==> src/rtl/ucr_hash_pkg.sv <==
// ucr_hash_pkg: shared constants and FSM encoding for the ucr hash core
package ucr_hash_pkg;
  localparam logic [7:0] H_INIT0 = 8'h01;
  localparam logic [7:0] H_INIT1 = 8'h89;
  localparam logic [7:0] H_INIT2 = 8'hfe;
  localparam logic [7:0] K_LO = 8'h99;
  localparam logic [7:0] K_HI = 8'ha1;
  localparam int N_ROUNDS = 32;
  localparam logic [4:0] K_SWITCH = 5'd16;
  localparam logic [1:0] S_IDLE = 2'd0;
  localparam logic [1:0] S_ROUND = 2'd1;
  localparam logic [1:0] S_FINAL = 2'd2;
  localparam logic [1:0] S_RESP = 2'd3;
endpackage

==> src/rtl/ucr_hash_round.sv <==
// ucr_hash_round: one combinational round of the ucr hash, shared with the miner
module ucr_hash_round
  import ucr_hash_pkg::*;
(
  input  logic [7:0] a,
  input  logic [7:0] b,
  input  logic [7:0] c,
  input  logic [7:0] w,
  input  logic [4:0] idx,
  output logic [7:0] a_n,
  output logic [7:0] b_n,
  output logic [7:0] c_n
);
  logic hi;
  assign hi = idx > K_SWITCH;
  assign a_n = b ^ c;
  assign b_n = {c[3:0], 4'h0};
  assign c_n = (hi ? (a | b) : (a ^ b)) + (hi ? K_HI : K_LO) + w;
endmodule

==> src/rtl/nonce_verifier.sv <==
// nonce_verifier: recomputes the ucr hash of {payload,nonce} and checks claim and difficulty
module nonce_verifier
  import ucr_hash_pkg::*;
(
  input  logic        clk,
  input  logic        active,
  input  logic        req_valid,
  output logic        req_ready,
  input  logic [95:0] payload,
  input  logic [31:0] nonce,
  input  logic [23:0] hash_claim,
  input  logic [7:0]  target,
  output logic        resp_valid,
  input  logic        resp_ready,
  output logic [23:0] hash_calc,
  output logic        hash_match,
  output logic        target_met,
  output logic        resp_ok
);
  logic [1:0]   state;
  logic [4:0]   cnt;
  logic [127:0] win;
  logic [7:0]   a, b, c, a_n, b_n, c_n, tgt;
  logic [23:0]  claim, h;
  logic         match_c, met_c;
  assign h = {H_INIT0 + a, H_INIT1 + b, H_INIT2 + c};
  assign match_c = h == claim;
  assign met_c = (h[23:16] < tgt) && (h[15:8] < tgt);
  ucr_hash_round u_round (
    .a(a), .b(b), .c(c), .w(win[127:120]), .idx(cnt),
    .a_n(a_n), .b_n(b_n), .c_n(c_n)
  );
  // request latch, 32 rounds over a byte-shift window, result register, response hold
  always_ff @(posedge clk or negedge active) begin
    if (!active) begin
      state <= S_IDLE;
      cnt <= '0;
      win <= '0;
      a <= '0;
      b <= '0;
      c <= '0;
      tgt <= '0;
      claim <= '0;
      req_ready <= 1'b0;
      resp_valid <= 1'b0;
      hash_calc <= 24'hffffff;
      hash_match <= 1'b0;
      target_met <= 1'b0;
      resp_ok <= 1'b0;
    end else begin
      case (state)
        S_IDLE: begin
          req_ready <= !(req_valid && req_ready);
          if (req_valid && req_ready) begin
            state <= S_ROUND;
            cnt <= '0;
            win <= {payload, nonce};
            a <= H_INIT0;
            b <= H_INIT1;
            c <= H_INIT2;
            claim <= hash_claim;
            tgt <= target;
          end
        end
        S_ROUND: begin
          a <= a_n;
          b <= b_n;
          c <= c_n;
          win <= {win[119:0], win[23:16] | (win[71:64] ^ win[111:104])};
          cnt <= cnt + 5'd1;
          if (cnt == 5'(N_ROUNDS - 1)) state <= S_FINAL;
        end
        S_FINAL: begin
          hash_calc <= h;
          hash_match <= match_c;
          target_met <= met_c;
          resp_ok <= match_c && met_c;
          state <= S_RESP;
        end
        default: begin
          if (!resp_valid) resp_valid <= 1'b1;
          else if (resp_ready) begin
            resp_valid <= 1'b0;
            req_ready <= 1'b1;
            state <= S_IDLE;
          end
        end
      endcase
    end
  end
endmodule

==> config.mk <==
export PLATFORM = sky130hd
export DESIGN_NAME = nonce_verifier
export DESIGN_NICKNAME = d
export VERILOG_FILES = /design/src/rtl/ucr_hash_pkg.sv /design/src/rtl/ucr_hash_round.sv /design/src/rtl/nonce_verifier.sv
export SDC_FILE = /design/constraint.sdc
export NUM_CORES = 1
export LEC_CHECK = 0
export ABC_AREA = 1
export ABC_CLOCK_PERIOD_IN_PS = 2650
export BUFFER_PORTS_ARGS = -buffer_cell sky130_fd_sc_hd__buf_2
export CAP_MARGIN = 30
export CORE_MARGIN = 5
export CORE_UTILIZATION = 52
export CTS_CLUSTER_SIZE = 10
export DETAILED_ROUTE_END_ITERATION = 6
export PLACE_DENSITY = 0.77
export SYNTH_ARGS = -nofsm -noshare
export SYNTH_HDL_FRONTEND = slang
export SYNTH_HIERARCHICAL = 1
export SYNTH_SLANG_ARGS = --single-unit
==> constraint.sdc <==
create_clock -name clk -period 2.65 [get_ports clk]
set_input_delay 0.53 -clock clk [delete_from_list [all_inputs] [get_ports clk]]
set_output_delay 0.53 -clock clk [all_outputs]
set_load 0.02 [all_outputs]
; Word level (Yosys, flattened, before mapping)
; Cells that the tools add are included.
[op_classes]
n_addsub = 6
mul = 0
div = 0
n_lt_le_gt_ge = 3
eq_ne = 6
shift = 0
n_mux = 22
bitwise = 6
reduce_logical = 16
[op_table]
columns = cell, n
row1 = one-hot mux 128 bit (2 select lines), 1
row2 = 2-to-1 mux 128 bit, 1
row3 = one-hot mux 8 bit (2 select lines), 3
row4 = 2-to-1 mux 8 bit, 4
row5 = equality test 24 bit, 1
row6 = XOR 8 bit, 3
row7 = adder 8 bit, 2
row8 = adder 8 bit (first input constant), 2
row9 = < comparator 8 bit, 2
row10 = bitwise OR 8 bit, 2
row11 = one-hot mux 5 bit (2 select lines), 1
row12 = adder 1 x 8 -> 8 bit (first input constant), 1
row13 = 2-to-1 mux 2 bit, 4
row14 = nonzero test 4 bit, 2
row15 = 2-to-1 mux 6 bit, 1
row16 = one-hot mux 2 bit (3 select lines), 1
row17 = nonzero test 2 bit, 3
row18 = adder 5 x 1 -> 5 bit (second input constant), 1
row19 = equality test 5 bit (second input constant), 1
row20 = > comparator 5 bit (second input constant), 1
row21 = 2-to-1 mux 5 bit, 1
row22 = 2-to-1 mux 1 bit, 4
row23 = != test 2 bit (second input constant), 2
row24 = AND reduction 2 bit, 2
row25 = other kinds (11), 13
[totals]
ff_bits = 220
latchBits = 0
mem_bits_rw = 0
rom_bits = 0
inputBits = 164
elab_cells = 73
memories = 0

; Logic depth before layout (Yosys ltp)
; Gate-level depths: netlist (run 1).
[depth]
word_depth = 5
ltp_mapped = 20

; By module
; Netlist (run 1), hierarchy kept.
[by_module_without_submodules]
columns = module, instances, cells_per_inst, area_per_inst_um2
row1 = nonce_verifier, 1, 1306, 10933.0
row2 = ucr_hash_round, 1, 133, 860.8

; Least setup slack after synthesis (run 1)
; No wires, ideal clock.
[synth_timing]
path_kind = flip-flop to flip-flop
startpoint = register cnt[0]
endpoint = register c[7]
setup_time_ps = 129
arrival_ps = 2417
required_ps = 2521
path_slack_ps = 104
path_stages_with_launch = 16
path_buffers = 1
period_less_slack_ps = 2546
cell_sequence = dfrtp_1 -> nor2_1 -> nand2_2 -> nand2_4 -> buf_6 -> o21ai_0 -> ha_1 -> ha_1 -> inv_1 -> fa_1 -> nor3_2 -> nor2_1 -> nand3_1 -> nand2_1 -> o21ai_0 -> o21ai_0
[synth_between]
elab_chain_len = 5
word_cells_on_any_way = 6
[synth_lines]
columns = element, line
row1 = "start, declared", nonce_verifier.sv:21  ; logic [4:0] cnt;
row2 = "start signal, assigned", nonce_verifier.sv:70  ; cnt <= cnt + 5'd1;
row3 = > comparator 5 bit *, ucr_hash_round.sv:15  ; assign hi = idx > K_SWITCH;
row4 = 2-to-1 mux 8 bit or 2-to-1 mux 6 bit (tied branches), ucr_hash_round.sv:18  ; assign c_n = (hi ? (a | b) : (a ^ b)) + (hi ? K_HI : K_LO) + w;
row5 = adder 8 bit * (2 in series), ucr_hash_round.sv:18
row6 = via c_n[7], nonce_verifier.sv:23  ; logic [7:0] a, b, c, a_n, b_n, c_n, tgt;
row7 = one-hot mux 8 bit (2 select lines) *, nonce_verifier.sv:51  ; case (state)
row8 = "end signal, assigned", nonce_verifier.sv:68  ; c <= c_n;
row9 = "end, declared", nonce_verifier.sv:23
; The timed path passes the listed nets; every way through them passes the cells marked *.
; A chain may end at the register's enable or synchronous reset.

; Worst setup path after layout (run 1)
[layout_timing]
startpoint = register cnt[2]
endpoint = register c[7]
; The elaborated chain is that of the path after synthesis.

==> results of run 1 <==
==> registers in the layout, indices dropped and copies added, names as in the netlist, 2 cells and up <==
register and cells:
cnt 5, c 8, hash_calc 24, win 128, tgt 8, claim 24
b 8, state 2, a 8
==> worst paths after layout <==
path                                          startpoint                         to  slack [ps]  depth (start not counted)
max in group asynchronous                         active  hash_calc[13]$_DFFE_PN1P_        1280                          3
worst min register to register  hash_calc[9]$_DFFE_PN1P_   hash_calc[9]$_DFFE_PN1P_         460                          2
worst max-delay path                  cnt[2]$_DFFE_PN0P_           c[7]$_DFFE_PN0P_         180                         17
min in group asynchronous                         active        win[98]$_DFFE_PN0P_         570                          2
worst max register to register        cnt[2]$_DFFE_PN0P_           c[7]$_DFFE_PN0P_         180                         17
worst min-delay path                       hash_claim[1]       claim[1]$_DFFE_PN0P_         230                          2
==> kinds of logic after synthesis <==
group                    count (synthesis)  synth area share [%]
flip-flops                             220                  46.9
AND/OR/NAND/NOR                        500                  17.5
XOR/XNOR                                26                  2.05
AO/OA/AOI/OAI                          349                  17.5
multiplexers                             9                 0.849
adder cells (fa/ha/maj)                 45                  4.84
other                                    1                0.0318
buffers and inverters                  289                  10.2
==> cells in the mapped netlist (2+ instances only) <==
| library cell | count |
|---|---|
| sky130_fd_sc_hd__nor3_2 | 2 |
| sky130_fd_sc_hd__clkbuf_1 | 38 |
| sky130_fd_sc_hd__o21ai_1 | 18 |
| sky130_fd_sc_hd__o21ai_0 | 148 |
| sky130_fd_sc_hd__o221ai_1 | 8 |
| sky130_fd_sc_hd__nand3_1 | 55 |
| sky130_fd_sc_hd__ha_1 | 44 |
| sky130_fd_sc_hd__dfrtp_1 | 196 |
| sky130_fd_sc_hd__nand3_2 | 3 |
| sky130_fd_sc_hd__a21oi_1 | 45 |
| sky130_fd_sc_hd__nand2_1 | 313 |
| sky130_fd_sc_hd__buf_6 | 2 |
| sky130_fd_sc_hd__nand2_2 | 13 |
| sky130_fd_sc_hd__nor2_2 | 2 |
| sky130_fd_sc_hd__inv_2 | 3 |
| sky130_fd_sc_hd__nand4_1 | 10 |
| sky130_fd_sc_hd__inv_1 | 204 |
| sky130_fd_sc_hd__xnor2_1 | 5 |
| sky130_fd_sc_hd__mux2_2 | 8 |
| sky130_fd_sc_hd__buf_2 | 20 |
| sky130_fd_sc_hd__xor2_1 | 20 |
| sky130_fd_sc_hd__a22o_1 | 3 |
| sky130_fd_sc_hd__a31oi_1 | 34 |
| sky130_fd_sc_hd__buf_4 | 22 |
| sky130_fd_sc_hd__dfstp_2 | 24 |
| sky130_fd_sc_hd__nand2_4 | 2 |
| sky130_fd_sc_hd__o211ai_1 | 87 |
| sky130_fd_sc_hd__nor2_1 | 96 |
==> timing repair <==
| item | in CTS | in global routing |
|---|---|---|
| buffers inserted | 0 | 4 |
| gates resized for setup | 1 | 7 |
| gates cloned | 0 | 1 |
| hold endpoints to repair | 20 | 0 |
| endpoints found under the setup margin | 1 | 3 |
| hold buffers | 1 | 0 |
| pin swaps | 0 | 8 |
==> power breakdown <==
part | total [mW] | internal [mW] | switching [mW]
Sequential | 6.09 | 5.16 | 0.930
Combinational | 10.2 | 3.76 | 6.40
Clock | 3.29 | 1.92 | 1.37
==> stage by stage <==
stage | setup TNS [ps] | instances | area [um^2] | util [%] | power [mW]
after global routing | -1.01 | 1928 | 13900 | 61.7 | 21.4
after CTS | 0 | 1920 | 13800 | 61.5 | 19.5
after floorplan | 0 | 1442 | 11800 | - | 13.4
after detailed placement | 0 | 1871 | 13000 | 58.0 | 16.0
final | 0 | 1928 | 13900 | 61.7 | 19.5
after global placement | 0 | 1871 | 13000 | 58.0 | 15.7
==> area by class of cell <==
type                            instances  share of cell area [%]
Clock inverter                          1                   0.117
Clock buffer                           47                    5.47
Inverter                              207                    5.59
Timing Repair Buffer                  231                    9.57
Sequential cell                       220                    39.9
Multi-Input combinational cell        934                    36.8
Tap cell                              285                    2.57
Antenna cell                            3                  0.0540
==> layer usage <==
| layer | global-route usage [%] | part of all wire, % | vias to the layer above |
|---|---|---|---|
| met5 | 0 | 0.20 | - |
| met4 | 6.80 | 3.1 | 10 |
| met3 | 5.11 | 6.4 | 70 |
| met2 | 39.8 | 49 | 299 |
| met1 | 29.9 | 42 | 4763 |
| li1 | - | - | 5074 |
==> results.md, run 1 <==
- The number of buffers and inverters on the critical path is 2.
- Along the worst path, the maximum fanout reaches 5.
- The die is 161 um tall.
- The region available for standard cell placement spans 22500 um^2.
- The cell at the slowest stage of the critical path is sky130_fd_sc_hd__dfrtp_1.
- TritonCTS created 26 clock buffers.
- The via density per instance is 5.30.
- The count of TritonRoute iterations in the first routing pass is 6.
- In this run the deepest clock path goes through 3 buffers.
- In the routed design, unresolved DRC markers number 0.
- Dividing the synthesized area by the synthesized cell count gives 8.20 um^2.
- The first-pass GRT wire length is 49400 um.
- The launching element type of the critical path is a flip-flop.
- In the synthesized netlist the dominant register cell turns out to be sky130_fd_sc_hd__dfrtp_1.
- TritonCTS built the clock tree.
- Sorting the synthesized cells by area gives the leading types as sky130_fd_sc_hd__dfrtp_1 (42%), sky130_fd_sc_hd__nand2_1 (10%), sky130_fd_sc_hd__inv_1 (6.5%).
- The kind of critical path is flip-flop to flip-flop.
- For this design the top-level I/O count stands at 193.
- The number of global-route vias before repair is 10000.
- In this run the core area contains 55 standard-cell rows.
- After synthesis, the netlist uses 42 different library cells.
- The overall track demand over capacity in global routing is 23.3%.
- The total of endpoints with negative setup slack in the final report is 0.
- The count of endpoints failing hold in the final timing report was 0.
- Counting I/O delays and the setup requirement, the final critical path takes 2470 ps.
- For this run, asynchronously set or reset flops after synthesis account for 100%.
- Once the floorplan was initialized, standard cells occupied 52.4% of the core.
- The synthesized design contains 220 register bits.
- The flip-flop and latch area is 5540 um^2.
- The run finished with clean final reports.
- The worst-case setup slack after placement is 8.22 ps.
- For the final database, setup skew stands at 9.26 ps.
- The initial antenna violation count is 8.
- The delay of the slowest cell on the worst path is 390 ps.
- After filler insertion, the fill cell instance count of the layout stands at 1906.
- In the final layout, the multi-input gates occupy 5110 um^2.
- Entering global routing, the biggest net connects 226 pins.
- The data required time at the worst endpoint is 3060 ps.
- After synthesis the cells add up to 11800 um^2.
- Measured against its own limit, the worst slew margin works out to 42.1%.
- The detailed-route wire length per cell is 15.9 um.
- The max-slew violation count came to 0.
- The final routed wirelength across all metal layers is 30600 um.
- The clock-pin slew of the registers on the worst-case setup and hold paths is 60 ps.
- The number of warnings issued by yosys is 6.
- For this run, the top clock speed supported by timing is 0.404 GHz.
- The critical path endpoint category is a flip-flop.
- The post-route fraction of the period consumed by the critical path is 93.4%.
- Leaving out fill and tap cells, the most frequent cell in the layout is sky130_fd_sc_hd__nand2_1.
- The total half-perimeter wirelength after legalization and detailed placement is 22000 um.
- The signal on the critical path passes through nor2_1, nand2_2, nand2_4, mux2i_1, inv_1, ha_2, o21bai_1, ha_1, nand2_2, inv_1, nand2_1, nand2_1, nor2_2, nand3b_1, nand2_1, o21ai_1, o21ai_1.
- The synthesized design contains 0 enable-type register cells.
- The horizontal die dimension is 161 um.
- The maximum resistive drop on vdd is 0.735 mV.
- In this design, the critical path's most frequently occurring cell is sky130_fd_sc_hd__nand2_1.
- The slew of the pin with the lowest slew margin is 868 ps.
- The static leakage power is 6.91 nW.
- The final hold slack is 232 ps.
- The count of buffers from port buffering is 192.
- In the final layout, the share of cells above drive strength 1 is 20.0%.
- The cell taking the most area after synthesis is sky130_fd_sc_hd__dfrtp_1.
- The root buffer selected by CTS is sky130_fd_sc_hd__clkbuf_16.
- Across all setup checks in the final design, the least slack found is 176 ps.
- The total power per unit cell area is 1410 nW/um^2.
- In this run the biggest area consumer among cell types represents 41.6% of the synthesized area.
- The number of nets with antenna violations after detailed routing is 0.
- The top cell types in the final layout, fill and taps aside, are sky130_fd_sc_hd__nand2_1 (312), sky130_fd_sc_hd__inv_1 (204), sky130_fd_sc_hd__dfrtp_1 (195).
- In this run the number of H-tree levels came out at 1.
- Summed over all layers, the global routing overflow is 0.
- Sequential cells were found to cover 46.9% of the synthesized design area.
- At the worst endpoint, the arrival time is 2880 ps.
- The final estimated routing congestion in global placement is 0.910.
- Relative to the synthesized area, the layout overhead comes to 17.8%.
- The die covers 25800 um^2.
- The tightest min-delay check is of the input pin to flip-flop type.
- The final layout contains 1829 nets.
- The clock reaches the later pin of the worst-skew pair after 520 ps.
- CTS saw 220 sinks.
- Counting every instance in the synthesized netlist gives 1439.
- The starting DRC count in detailed routing is 759.
- The number of max-capacitance violations reported is 0.
- The critical path's top delay family is simple AND/OR/NAND/NOR gates.
- Across all layers, the routed design uses 10200 vias.
(Power assumes the default switching activity.)
==> inputs of run 2 (changes only) <==
Settings changed: BUFFER_PORTS_ARGS -buffer_cell sky130_fd_sc_hd__buf_2 to not set, CORE_UTILIZATION 52 to 50, DONT_BUFFER_PORTS set to 1, PLACE_DENSITY 0.77 to 0.68.
==> run 2 against run 1 <==
Effect of this change: the flow now finishes with violations (hold timing); non-clock buffer count down 194; critical path depth unchanged; first-iteration DRC count down 20%; die area grew 3.7%; wire length fell by 2.9%; combinational power shrank 5%; largest power group unchanged.
==> results.md, run 2 (synthesized netlist as in run 1, its figures left out) <==
- Status: complete, but fails checks (was finished clean).
- The final reports fail on hold timing.
- The cell area reported after detailed placement is 12100 um^2 (was 13000 um^2).
- The number of max-capacitance violations reported is 0 (unchanged).
- The largest driver fanout on the critical path came to 6 (was 5).
- The first-pass GRT wire length was 47500 um (was 49400 um).
- The clock skew was 15.2 ps (was 9.26 ps).
- The root buffer selected by CTS is sky130_fd_sc_hd__clkbuf_16 (unchanged).
- The maximum clock path buffer count was 3 (unchanged).
- The static leakage power is 6.12 nW (was 6.91 nW).
- The register containing the most flip-flops in the final layout is win (unchanged).
- The layout net count is 1635 (was 1829).
- The worst min-delay path class was input pin to async pin (was input pin to flip-flop).
- The final estimated routing congestion in global placement is 0.865 (was 0.910).
- The number of buffers created by CTS is 26 (unchanged).
- The diode insertion count for antenna repair is 0 (was 3).
- The max-slew violation count is 0 (unchanged).
- The launching element type of the critical path is a flip-flop (unchanged).
- The die boundary height came to 164 um (was 161 um).
- The share of the core filled with cells is 55.3% (was 61.7%).
- The fraction of final layout cells sized beyond drive strength 1 came to 9.27% (was 20.0%).
- The maximum resistive drop on vdd is 0.791 mV (was 0.735 mV).
- The top-level I/O count is 193 (unchanged).
- The final standard cell area without fillers came to 12900 um^2 (was 13900 um^2).
- The maximum number of pins on one net before global-route repair is 221 (was 226).
- The kind of critical path is flip-flop to flip-flop (unchanged).
- The critical path arrival was 2890 ps (was 2880 ps).
- The row count is 56 (was 55).
- The count of TritonRoute iterations in the first routing pass is 6 (unchanged).
- The initial standard-cell utilization of the core was 50.5% (was 52.4%).
- The DRC violations left was 0 (unchanged).
- Largest registers: win x128, claim x24, hash_calc x24 (unchanged).
- The fraction of met2 tracks used by global routing came to 35.3% (was 39.8%).
- The clock sink count is 220 (unchanged).
- The die outline area is 26800 um^2 (was 25800 um^2).
- The final critical-path required period is 2500 ps (was 2470 ps).
- The critical path endpoint category is a flip-flop (unchanged).
- The count of endpoints failing hold in the final timing report was 197 (was 0).
- The number of nets with antenna violations after detailed routing is 0 (unchanged).
- The horizontal die dimension is 164 um (was 161 um).
- The non-filler instance count after layout was 1765 (was 1928).
- The top achievable clock speed came to 0.401 GHz (was 0.404 GHz).
- The post-route fraction of the period consumed by the critical path was 94.2% (was 93.4%).
- The flop-to-flop setup slack is 150 ps (was 180 ps).
- The fraction of met3 tracks used by global routing is 5.88% (was 5.11%).
- The detailed-route wire length per cell is 16.8 um (was 15.9 um).
- Commonest cells after routing, fill and taps aside: sky130_fd_sc_hd__nand2_1 (312), sky130_fd_sc_hd__inv_1 (204), sky130_fd_sc_hd__dfrtp_1 (196) (was sky130_fd_sc_hd__nand2_1 (312), sky130_fd_sc_hd__inv_1 (204), sky130_fd_sc_hd__dfrtp_1 (195)).
- The data required time at the worst endpoint is 3050 ps (was 3060 ps).
- The starting DRC count in detailed routing is 607 (was 759).
- The number of global-route vias before repair is 9066 (was 10000).
- The overall via count from detail_route is 9409 (was 10200).
- The clock latency on the worst-skew pair is 530 ps (was 520 ps).
- The initial antenna violation count was 0 (was 8).
- The slew of the pin with the lowest slew margin is 649 ps (was 868 ps).
- The instance count after placement with tap cells included is 1710 (was 1871).
- The total of endpoints with negative setup slack in the final report is 0 (unchanged).
- The number of flip-flops in the largest register is 128 (unchanged).
- The via density per instance was 5.33 (was 5.30).
- The final hold slack came to -294 ps (was 232 ps).
- The total power per unit cell area came to 1490 nW/um^2 (was 1410 nW/um^2).
- The final routed wirelength across all metal layers was 29700 um (was 30600 um).
- The placeable core region came to 23300 um^2 (was 22500 um^2).
- Setup repair after global routing could not meet its margin everywhere.
- The most common cell after layout, fill and taps aside is sky130_fd_sc_hd__nand2_1 (unchanged).
- The total half-perimeter wirelength after legalization and detailed placement is 21000 um (was 22000 um).
- The clock-pin slew of the registers on the worst-case setup and hold paths is 60 ps (about the same).
- The most heavily used metal layer in global routing is met2 (unchanged).
- The level count of the clock H-tree came to 1 (unchanged).
- The count of buffers from port buffering was 0 (was 192).
- The clock tree from TritonCTS is yes (unchanged).
- The relative max-transition margin is 56.8% (was 42.1%).
- The area growth from synthesis to layout came to 9.48% (was 17.8%).
- The overall track demand over capacity in global routing came to 22.1% (was 23.3%).
- The total grt overflow is 0 (unchanged).
- The routing usage on met1 was 30.4% (was 29.9%).
-- run 2: worst max-delay path, cell delays in order (launching register included) --
cell and delay [ps]:
sky130_fd_sc_hd__dfrtp_1 390, sky130_fd_sc_hd__nor2_1 130, sky130_fd_sc_hd__nand2_2 120, sky130_fd_sc_hd__buf_4 160, sky130_fd_sc_hd__nand2_4 100, sky130_fd_sc_hd__nor2_1 50, sky130_fd_sc_hd__a21oi_1 150, sky130_fd_sc_hd__ha_1 180
sky130_fd_sc_hd__inv_1 40, sky130_fd_sc_hd__ha_1 200, sky130_fd_sc_hd__inv_1 70, sky130_fd_sc_hd__fa_2 240, sky130_fd_sc_hd__nor3_2 50, sky130_fd_sc_hd__nor2_2 120, sky130_fd_sc_hd__nand3b_1 130, sky130_fd_sc_hd__nand2_1 50
sky130_fd_sc_hd__o21ai_1 100, sky130_fd_sc_hd__o21ai_0 90
-- run 2: path summary, 6_finish.rpt --
path | startpoint | depth (start not counted) | end
worst max-delay path | cnt[3]$_DFFE_PN0P_ | 17 | c[7]$_DFFE_PN0P_
worst min-delay path | active | 0 | win[114]$_DFFE_PN0P_
worst max register to register | cnt[3]$_DFFE_PN0P_ | 17 | c[7]$_DFFE_PN0P_
worst min register to register | win[6]$_DFFE_PN0P_ | 2 | win[6]$_DFFE_PN0P_
max in group asynchronous | active | 0 | win[23]$_DFFE_PN0P_
min in group clk | payload[42] | 2 | win[74]$_DFFE_PN0P_
-- run 2: metrics by stage --
stage | total power, mW | TNS [ps] | worst slack, ps
floorplan | 13.4 | 0 | 104
global placement | 15.5 | 0 | 75.7
detailed placement | 15.8 | 0 | 60.3
CTS | 19.1 | 0 | 25.2
global route | 21.1 | -97.9 | -50.0
finish | 19.3 | 0 | 154
-- run 2: where the power goes --
group / switching [mW] / total [mW] / internal (mW)
clock network: 1.36 / 3.20 / 1.84
logic: 6.07 / 9.71 / 3.64
registers: 1.18 / 6.36 / 5.18
total: 8.61 / 19.3 / 10.7
-- run 2: what timing repair did --
action                     4_1_cts  5_1_grt
setup buffers                    0        6
setup endpoints to repair        0        4
resized for setup                0        9
hold endpoints to repair       220      220
-- run 2: per-layer routing --
metal,wire length [um],vias up
met5,0,-
met2,14000,251
met3,2230,37
li1,-,4670
met1,12900,4451
met4,571,0
-- run 2: final cells by class --
type                       instances  area [um^2]
multi-input combinational        934         5120
clock buffer                      45          722
inverter                         207          777
tap                              319          399
clock inverter                     3         26.3
timing repair buffer              37          328
fill                            2163        10400
sequential                       220         5540
